==> src/rtl/image_crop_pkg.sv <==
`default_nettype none
// ============================================================================
// Module      : image_crop_pkg
// Description : Shared constants and helpers for the image crop/window stage.
//               Mode encodings, default window bounds, channel pack/unpack.
// Revision    : 1.0 - initial release
// ============================================================================
package image_crop_pkg;

  typedef logic [1:0] mode_t;

  localparam mode_t MODE_BYPASS = 2'd0;
  localparam mode_t MODE_BLANK  = 2'd1;
  localparam mode_t MODE_BORDER = 2'd2;
  localparam mode_t MODE_DROP   = 2'd3;

  localparam int DEFAULT_H_START = 256;
  localparam int DEFAULT_H_END   = 639;
  localparam int DEFAULT_V_START = 0;
  localparam int DEFAULT_V_END   = 479;

  // Widest pixel word the helpers below can handle.
  localparam int PIX_MAX_W = 64;

  // Extract channel k (w bits wide) from a packed pixel.
  function automatic logic [PIX_MAX_W-1:0] ch_get(input logic [PIX_MAX_W-1:0] pix,
                                                  input int k, input int w);
    return (pix >> (k * w)) & ((64'd1 << w) - 64'd1);
  endfunction

  // Replace channel k (w bits wide) of a packed pixel with val.
  function automatic logic [PIX_MAX_W-1:0] ch_put(input logic [PIX_MAX_W-1:0] pix,
                                                  input int k, input int w,
                                                  input logic [PIX_MAX_W-1:0] val);
    logic [PIX_MAX_W-1:0] mask;
    mask = ((64'd1 << w) - 64'd1) << (k * w);
    return (pix & ~mask) | ((val << (k * w)) & mask);
  endfunction

endpackage
`default_nettype wire

==> src/rtl/crop_window_cmp.sv <==
`default_nettype none
// ============================================================================
// Module      : crop_window_cmp
// Description : Combinational window test. Reports whether a coordinate lies
//               inside an inclusive rectangle and whether it sits on its edge.
//               A start bound above its end bound yields an empty window.
// Revision    : 1.0 - initial release
// ============================================================================
module crop_window_cmp #(
  parameter int CNT_W = 13
) (
  input  logic [CNT_W-1:0] i_h_cont,
  input  logic [CNT_W-1:0] i_v_cont,
  input  logic [CNT_W-1:0] i_h_start,
  input  logic [CNT_W-1:0] i_h_end,
  input  logic [CNT_W-1:0] i_v_start,
  input  logic [CNT_W-1:0] i_v_end,
  output logic             o_in_win,
  output logic             o_on_edge
);

  logic w_h_in;
  logic w_v_in;

  // Inclusive range test per axis; the edge flag only counts inside pixels.
  always_comb begin
    w_h_in    = (i_h_cont >= i_h_start) && (i_h_cont <= i_h_end);
    w_v_in    = (i_v_cont >= i_v_start) && (i_v_cont <= i_v_end);
    o_in_win  = w_h_in && w_v_in;
    o_on_edge = o_in_win && ((i_h_cont == i_h_start) || (i_h_cont == i_h_end) ||
                             (i_v_cont == i_v_start) || (i_v_cont == i_v_end));
  end

endmodule
`default_nettype wire

==> src/rtl/image_crop_window.sv <==
`default_nettype none
// ============================================================================
// Module      : image_crop_window
// Description : Two-stage crop/window stage. Pixels are passed, blanked,
//               outlined or dropped relative to a double-buffered window that
//               is swapped in at frame start. Counts in-window pixels/frame.
// Revision    : 1.0 - initial release
// ============================================================================
module image_crop_window
  import image_crop_pkg::*;
#(
  parameter int DATA_W      = 10,
  parameter int NCH         = 3,
  parameter int CNT_W       = 13,
  parameter int DEF_H_START = DEFAULT_H_START,
  parameter int DEF_H_END   = DEFAULT_H_END,
  parameter int DEF_V_START = DEFAULT_V_START,
  parameter int DEF_V_END   = DEFAULT_V_END
) (
  input  logic                    iCLK,
  input  logic                    iRST,
  input  logic                    iDVAL,
  input  logic [CNT_W-1:0]        iH_Cont,
  input  logic [CNT_W-1:0]        iV_Cont,
  input  logic [NCH*DATA_W-1:0]   iDATA,
  input  logic                    iCFG_WE,
  input  logic [CNT_W-1:0]        iH_START,
  input  logic [CNT_W-1:0]        iH_END,
  input  logic [CNT_W-1:0]        iV_START,
  input  logic [CNT_W-1:0]        iV_END,
  input  logic [1:0]              iMODE,
  input  logic [NCH*DATA_W-1:0]   iFILL,
  output logic [NCH*DATA_W-1:0]   oDATA,
  output logic                    oDVAL,
  output logic                    oIN_WIN,
  output logic                    oCFG_PEND,
  output logic [2*CNT_W-1:0]      oWIN_CNT
);

  localparam int PIX_W  = NCH * DATA_W;
  localparam int WCNT_W = 2 * CNT_W;

  typedef struct packed {
    logic [CNT_W-1:0] h_start;
    logic [CNT_W-1:0] h_end;
    logic [CNT_W-1:0] v_start;
    logic [CNT_W-1:0] v_end;
    mode_t            mode;
    logic [PIX_W-1:0] fill;
  } cfg_t;

  localparam cfg_t CFG_RST = '{
    h_start: CNT_W'(DEF_H_START),
    h_end:   CNT_W'(DEF_H_END),
    v_start: CNT_W'(DEF_V_START),
    v_end:   CNT_W'(DEF_V_END),
    mode:    MODE_BLANK,
    fill:    '0
  };

  // Configuration double buffer and status
  cfg_t              pend_cfg_q, pend_cfg_d;
  cfg_t              act_cfg_q,  act_cfg_d;
  logic              cfg_pend_q, cfg_pend_d;
  logic [WCNT_W-1:0] pix_cnt_q,  pix_cnt_d;
  logic [WCNT_W-1:0] win_cnt_q,  win_cnt_d;

  // Stage 1
  logic [PIX_W-1:0]  s1_data_q,    s1_data_d;
  logic              s1_dval_q,    s1_dval_d;
  logic              s1_in_win_q,  s1_in_win_d;
  logic              s1_on_edge_q, s1_on_edge_d;
  mode_t             s1_mode_q,    s1_mode_d;
  logic [PIX_W-1:0]  s1_fill_q,    s1_fill_d;

  // Stage 2 (outputs)
  logic [PIX_W-1:0]  out_data_q,   out_data_d;
  logic              out_dval_q,   out_dval_d;
  logic              out_in_win_q, out_in_win_d;

  logic              w_fs;
  logic              w_hit;
  logic              w_in_win;
  logic              w_on_edge;
  cfg_t              w_use_cfg;

  // Frame start selects the pending config so the FS pixel sees the new window.
  always_comb begin
    w_fs      = iDVAL && (iH_Cont == '0) && (iV_Cont == '0);
    w_use_cfg = w_fs ? pend_cfg_q : act_cfg_q;
  end

  crop_window_cmp #(
    .CNT_W (CNT_W)
  ) u_cmp (
    .i_h_cont  (iH_Cont),
    .i_v_cont  (iV_Cont),
    .i_h_start (w_use_cfg.h_start),
    .i_h_end   (w_use_cfg.h_end),
    .i_v_start (w_use_cfg.v_start),
    .i_v_end   (w_use_cfg.v_end),
    .o_in_win  (w_in_win),
    .o_on_edge (w_on_edge)
  );

  // Pending/active config: a write landing on FS goes to pending after the swap.
  always_comb begin
    pend_cfg_d = pend_cfg_q;
    if (iCFG_WE) begin
      pend_cfg_d = '{h_start: iH_START, h_end: iH_END, v_start: iV_START,
                     v_end: iV_END, mode: iMODE, fill: iFILL};
    end
    act_cfg_d  = w_fs ? pend_cfg_q : act_cfg_q;
    cfg_pend_d = iCFG_WE ? 1'b1 : (w_fs ? 1'b0 : cfg_pend_q);
  end

  // Saturating in-window counter, snapshotted and restarted at frame start.
  always_comb begin
    w_hit     = iDVAL && w_in_win;
    pix_cnt_d = pix_cnt_q;
    win_cnt_d = win_cnt_q;
    if (w_fs) begin
      win_cnt_d = pix_cnt_q;
      pix_cnt_d = {{(WCNT_W-1){1'b0}}, w_hit};
    end else if (w_hit && (pix_cnt_q != '1)) begin
      pix_cnt_d = pix_cnt_q + WCNT_W'(1);
    end
  end

  // Stage 1 captures the pixel with its compare flags and governing mode/fill.
  always_comb begin
    s1_data_d    = iDATA;
    s1_dval_d    = iDVAL;
    s1_in_win_d  = w_in_win;
    s1_on_edge_d = w_on_edge;
    s1_mode_d    = w_use_cfg.mode;
    s1_fill_d    = w_use_cfg.fill;
  end

  // Stage 2 applies the mode action; invalid output slots are forced to zero.
  always_comb begin
    out_dval_d = s1_dval_q;
    out_data_d = s1_data_q;
    case (s1_mode_q)
      MODE_BLANK:  if (!s1_in_win_q)  out_data_d = s1_fill_q;
      MODE_BORDER: if (s1_on_edge_q)  out_data_d = s1_fill_q;
      MODE_DROP:   if (!s1_in_win_q)  out_dval_d = 1'b0;
      default:     out_data_d = s1_data_q;
    endcase
    out_in_win_d = out_dval_d && s1_in_win_q;
    if (!out_dval_d) begin
      out_data_d = '0;
    end
  end

  // All state registers; reset flushes the pipeline immediately.
  always_ff @(posedge iCLK or posedge iRST) begin
    if (iRST) begin
      pend_cfg_q   <= CFG_RST;
      act_cfg_q    <= CFG_RST;
      cfg_pend_q   <= 1'b0;
      pix_cnt_q    <= '0;
      win_cnt_q    <= '0;
      s1_data_q    <= '0;
      s1_dval_q    <= 1'b0;
      s1_in_win_q  <= 1'b0;
      s1_on_edge_q <= 1'b0;
      s1_mode_q    <= MODE_BLANK;
      s1_fill_q    <= '0;
      out_data_q   <= '0;
      out_dval_q   <= 1'b0;
      out_in_win_q <= 1'b0;
    end else begin
      pend_cfg_q   <= pend_cfg_d;
      act_cfg_q    <= act_cfg_d;
      cfg_pend_q   <= cfg_pend_d;
      pix_cnt_q    <= pix_cnt_d;
      win_cnt_q    <= win_cnt_d;
      s1_data_q    <= s1_data_d;
      s1_dval_q    <= s1_dval_d;
      s1_in_win_q  <= s1_in_win_d;
      s1_on_edge_q <= s1_on_edge_d;
      s1_mode_q    <= s1_mode_d;
      s1_fill_q    <= s1_fill_d;
      out_data_q   <= out_data_d;
      out_dval_q   <= out_dval_d;
      out_in_win_q <= out_in_win_d;
    end
  end

  assign oDATA     = out_data_q;
  assign oDVAL     = out_dval_q;
  assign oIN_WIN   = out_in_win_q;
  assign oCFG_PEND = cfg_pend_q;
  assign oWIN_CNT  = win_cnt_q;

endmodule
`default_nettype wire

==> config.mk <==
export PLATFORM = sky130hd
export DESIGN_NAME = image_crop_window
export DESIGN_NICKNAME = d
export VERILOG_FILES = /design/src/rtl/image_crop_pkg.sv /design/src/rtl/crop_window_cmp.sv /design/src/rtl/image_crop_window.sv
export SDC_FILE = /design/constraint.sdc
export NUM_CORES = 1
export LEC_CHECK = 0
export ABC_AREA = 1
export CAP_MARGIN = 20
export CELL_PAD_IN_SITES_DETAIL_PLACEMENT = 1
export CELL_PAD_IN_SITES_GLOBAL_PLACEMENT = 2
export CORE_ASPECT_RATIO = 0.6
export CORE_MARGIN = 2
export CORE_UTILIZATION = 32
export DETAILED_ROUTE_END_ITERATION = 12
export GPL_ROUTABILITY_DRIVEN = 0
export PLACE_DENSITY_LB_ADDON = 0.1
export SLEW_MARGIN = 15
export SYNTH_ARGS = -nofsm -noshare
export SYNTH_HDL_FRONTEND = slang
export SYNTH_SLANG_ARGS = --single-unit
export TNS_END_PERCENT = 100
==> constraint.sdc <==
create_clock -name iCLK -period 11.7 [get_ports iCLK]
set_input_delay 1.17 -clock iCLK [delete_from_list [all_inputs] [get_ports iCLK]]
set_output_delay 1.17 -clock iCLK [all_outputs]
set_load 0.005 [all_outputs]
==> results by group <==
Run status
  – Run status: completed

Worst hold path
  – Hold/Removal Path Class: reg -> reg
  – Min-delay src: pend_cfg_q[39]$_DFFE_PP1P_
  – Hold path cells: 2
  – Hold endpoint: pend_cfg_q[39]$_DFFE_PP1P_

Power and ir drop
  – Peak supply drop: a little under 0.0001 V
  – Pwr dens: 131 nW/um^2
  – Pleak: 0.00820 uW
  – Total power: 2160 uW

STA
  – Period utilisation layout: between 50% and 60%
  – Setup TNS: 0 ps
  – Slew Viols, Final: 0
  – RSZ-0062 raised after global routing: false
  – Setup WS post-layout: 5730 ps
  – Setup violators final: 0
  – Hold_ws: 465 ps
  – Clk_skew: about 19 ps
  – Max Clk Rate: approximately 170 MHz
  – Hold Fails Final Rpt: 0
  – Slew HR: 38.6%
  – Worst-Margin Slew: 921 ps
  – Min Tclk post-route: 5970 ps

Worst setup path
  – Worst setup SP type: primary input
  – CP endpoint kind: flop
  – RR Endpoint: pix_cnt_q[22]$_DFFE_PP0P_
  – Critical Path Fanout Max: 73
  – R2R depth: 16
  – Critical Path RT: 12200 ps
  – Worst R2R Setup Slack: 8380 ps
  – CP arrival: 6470 ps
  – WS Path Type: in -> reg
  – Critical R2R Launch: act_cfg_q[40]$_DFF_PP1_

Clock network
  – Root Driver: clkbuf_16
  – CTS max path bufs: 3
  – Cts repair resizes: 0
  – Worst-path clk slew: 70 ps
  – Number of clock sinks: 286
  – CTS tree: built
  – Post-CTS setup buffer count: 0
  – Post-CTS Hold Buffers: 0
  – Worst skew pair latency: 580 ps
  – TritonCTS Buffers: 30
  – Htree depth: 1

Floorplanning
  – Chip Height: 160 um
  – Initial Util: 32.8%
  – DIE AREA: 42100 sq um
  – Row cnt: 56
  – Die Wd: roughly 260 um
  – I/O Pins: around 200
  – Total core area: 39400 sq um

Global route
  – M1 GR Usage: 26.4%
  – GRT met3 Usage: 3.04%
  – Largest net degree at the start of global routing: between 100 and 150
  – Antenna violations before repair: 1
  – GRT busiest layer: met2
  – First-pass GRT wire length: a little over 60000 um
  – Global route overflow: 0
  – Total Routing Usage GR: 17.9%
  – Vias in the first global route: 10717
  – M2 GR Usage: about 28%

Logic synthesis
  – Yosys warns: 0
  – Post-Syn Area: 12900 sq um
  – Register area share after synthesis: 55.7%
  – Avg Inst Size Synth: 8.47 sq um
  – Async set-reset flop share out of synthesis: 100%
  – Primary FF master, synth: dfrtp_1
  – Net Count, Synth: around 1700
  – Post-synth EDFFs: 0
  – Synth unique cells: 38
  – #FFs+latches synth: around 290
  – Syn Inst Count: 1527

Placement
  – Setup WS pre-CTS: about 5100 ps
  – DP HPWL: 25100 um
  – Number of port buffers: 202
  – Placed insts: around 2200

Routing
  – DRC: 0
  – Drt initial violations: 528
  – DRT Wirelength: ~37000 um
  – First-pass DRT Iterations: 4
  – Drt via density: between 4 and 5
  – Routed Antenna Nets: 0
  – WL/cell: 16.4 um
  – Via Count: 10221

Layout
  – Layout cells sized above 1: 6.62%
  – Final Non-Filler Cells: 2258
  – Area Growth Syn to Fin: 27.3%
  – Ant diodes: 0
  – # nets final: 1914

Job
  – Max-cap violation count: 0
==> Yosys cell counts (2+ instances only) <==
library cell,number,area [sq um]
nor3_1,9,45.0
dfrtp_1,250,6260
nand3_2,2,20.0
buf_1,5,18.8
nand3b_1,2,15.0
nand2_1,452,1700
o22ai_1,30,188
nor2_2,3,18.8
nor3_2,3,30.0
nor2_1,134,503
o21ai_0,72,360
nor4_1,9,56.3
a21oi_1,74,370
buf_2,15,75.1
buf_4,2,15.0
xor2_1,9,78.8
nand3_1,46,230
nand4_1,8,50.1
inv_1,252,946
dfstp_2,36,946
inv_2,3,11.3
nor3b_1,6,45.0
clkbuf_1,34,128
buf_6,2,22.5
ha_1,56,701
==> stage by stage <==
stage	util, %	cell area [sq um]
finish	41.7	16500
global route	41.7	16500
CTS	41.7	16400
detailed placement	39.2	15500
global placement	39.2	15500
floorplan	-	12900
==> sequential cells by signal, indices dropped and copies added, names as in the netlist, 2 cells and up <==
signal,cells
s1_mode_q,2
oWIN_CNT,26
oDATA,30
s1_fill_q,30
pend_cfg_q,84
act_cfg_q,52
s1_data_q,30
pix_cnt_q,26
==> kinds of logic after synthesis <==
kind of cell	after synthesis	synth area share, %
AO/OA/AOI/OAI	181	7.40
XOR/XNOR	10	0.677
adder cells (fa/ha/maj)	56	5.42
buffers and inverters	314	9.43
flip-flops	286	55.7
AND/OR/NAND/NOR	680	21.4
==> cell usage in the layout, fill, tap and decap left out, types with 8 or more instances in the layout <==
cell type and count:
inv_1 251, nand2_1 452, clkdlybuf4s50_1 201, nand3_1 46, ha_1 56, nor2_1 133
buf_4 11, o21ai_0 72, xor2_1 9, nand4_1 8, dfrtp_1 250, clkbuf_16 30
nor3_1 9, nor4_1 9, a21oi_1 74, o22ai_1 30, dfstp_2 36
==> power breakdown <==
part | internal, uW | leakage [uW] | switching, uW
Combinational | 70.1 | 0.00434 | 81.6
Sequential | 1030 | 0.00338 | 16.2
Clock | 553 | 0.000484 | 412
==> worst max-delay path by stage <==
stage                                           end  slack, ps        from
after floorplan             act_cfg_q[37]$_DFF_PP0_       2700        iRST
after global placement     pix_cnt_q[2]$_DFFE_PP0P_       5240  iH_Cont[7]
after detailed placement  pix_cnt_q[18]$_DFFE_PP0P_       5070  iH_Cont[7]
after CTS                 pix_cnt_q[22]$_DFFE_PP0P_       5610  iH_Cont[7]
after global routing      pix_cnt_q[22]$_DFFE_PP0P_       5140  iH_Cont[7]
final                     pix_cnt_q[22]$_DFFE_PP0P_       5730  iH_Cont[7]
==> layout make-up <==
type / instances / area [sq um]
fill: 4639 / 23000
sequential: 286 / 7200
multi-input combinational: 927 / 4540
timing repair buffer: 213 / 2120
inverter: 256 / 968
clock buffer: 43 / 860
tap: 522 / 653
clock inverter: 11 / 119
==> critical path: stages <==
cell and delay (ps):
clkdlybuf4s50_1 490, nor2_1 140, nand2_1 60, nor2_1 290, nand4_1 220, nor2_4 120, buf_4 580, buf_4 810
nor2_1 90, a21oi_1 190, inv_1 60, ha_1 290, nand2_1 70, nor2_1 200, nand2_1 70, nor2_1 130
nor2_1 70, nand3_1 70, nand2_1 70, nor2_2 220, nand3_4 340, nand2_4 410, nand2_1 130, nand2_1 90
==> routing by layer <==
layer / share of wire, % / vias up
li1: - / 5071
met1: 51 / 4963
met2: 44 / 144
met3: 3.7 / 43
met4: 1.5 / 0
met5: 0 / -
Power figures use the tool's default switching activity.
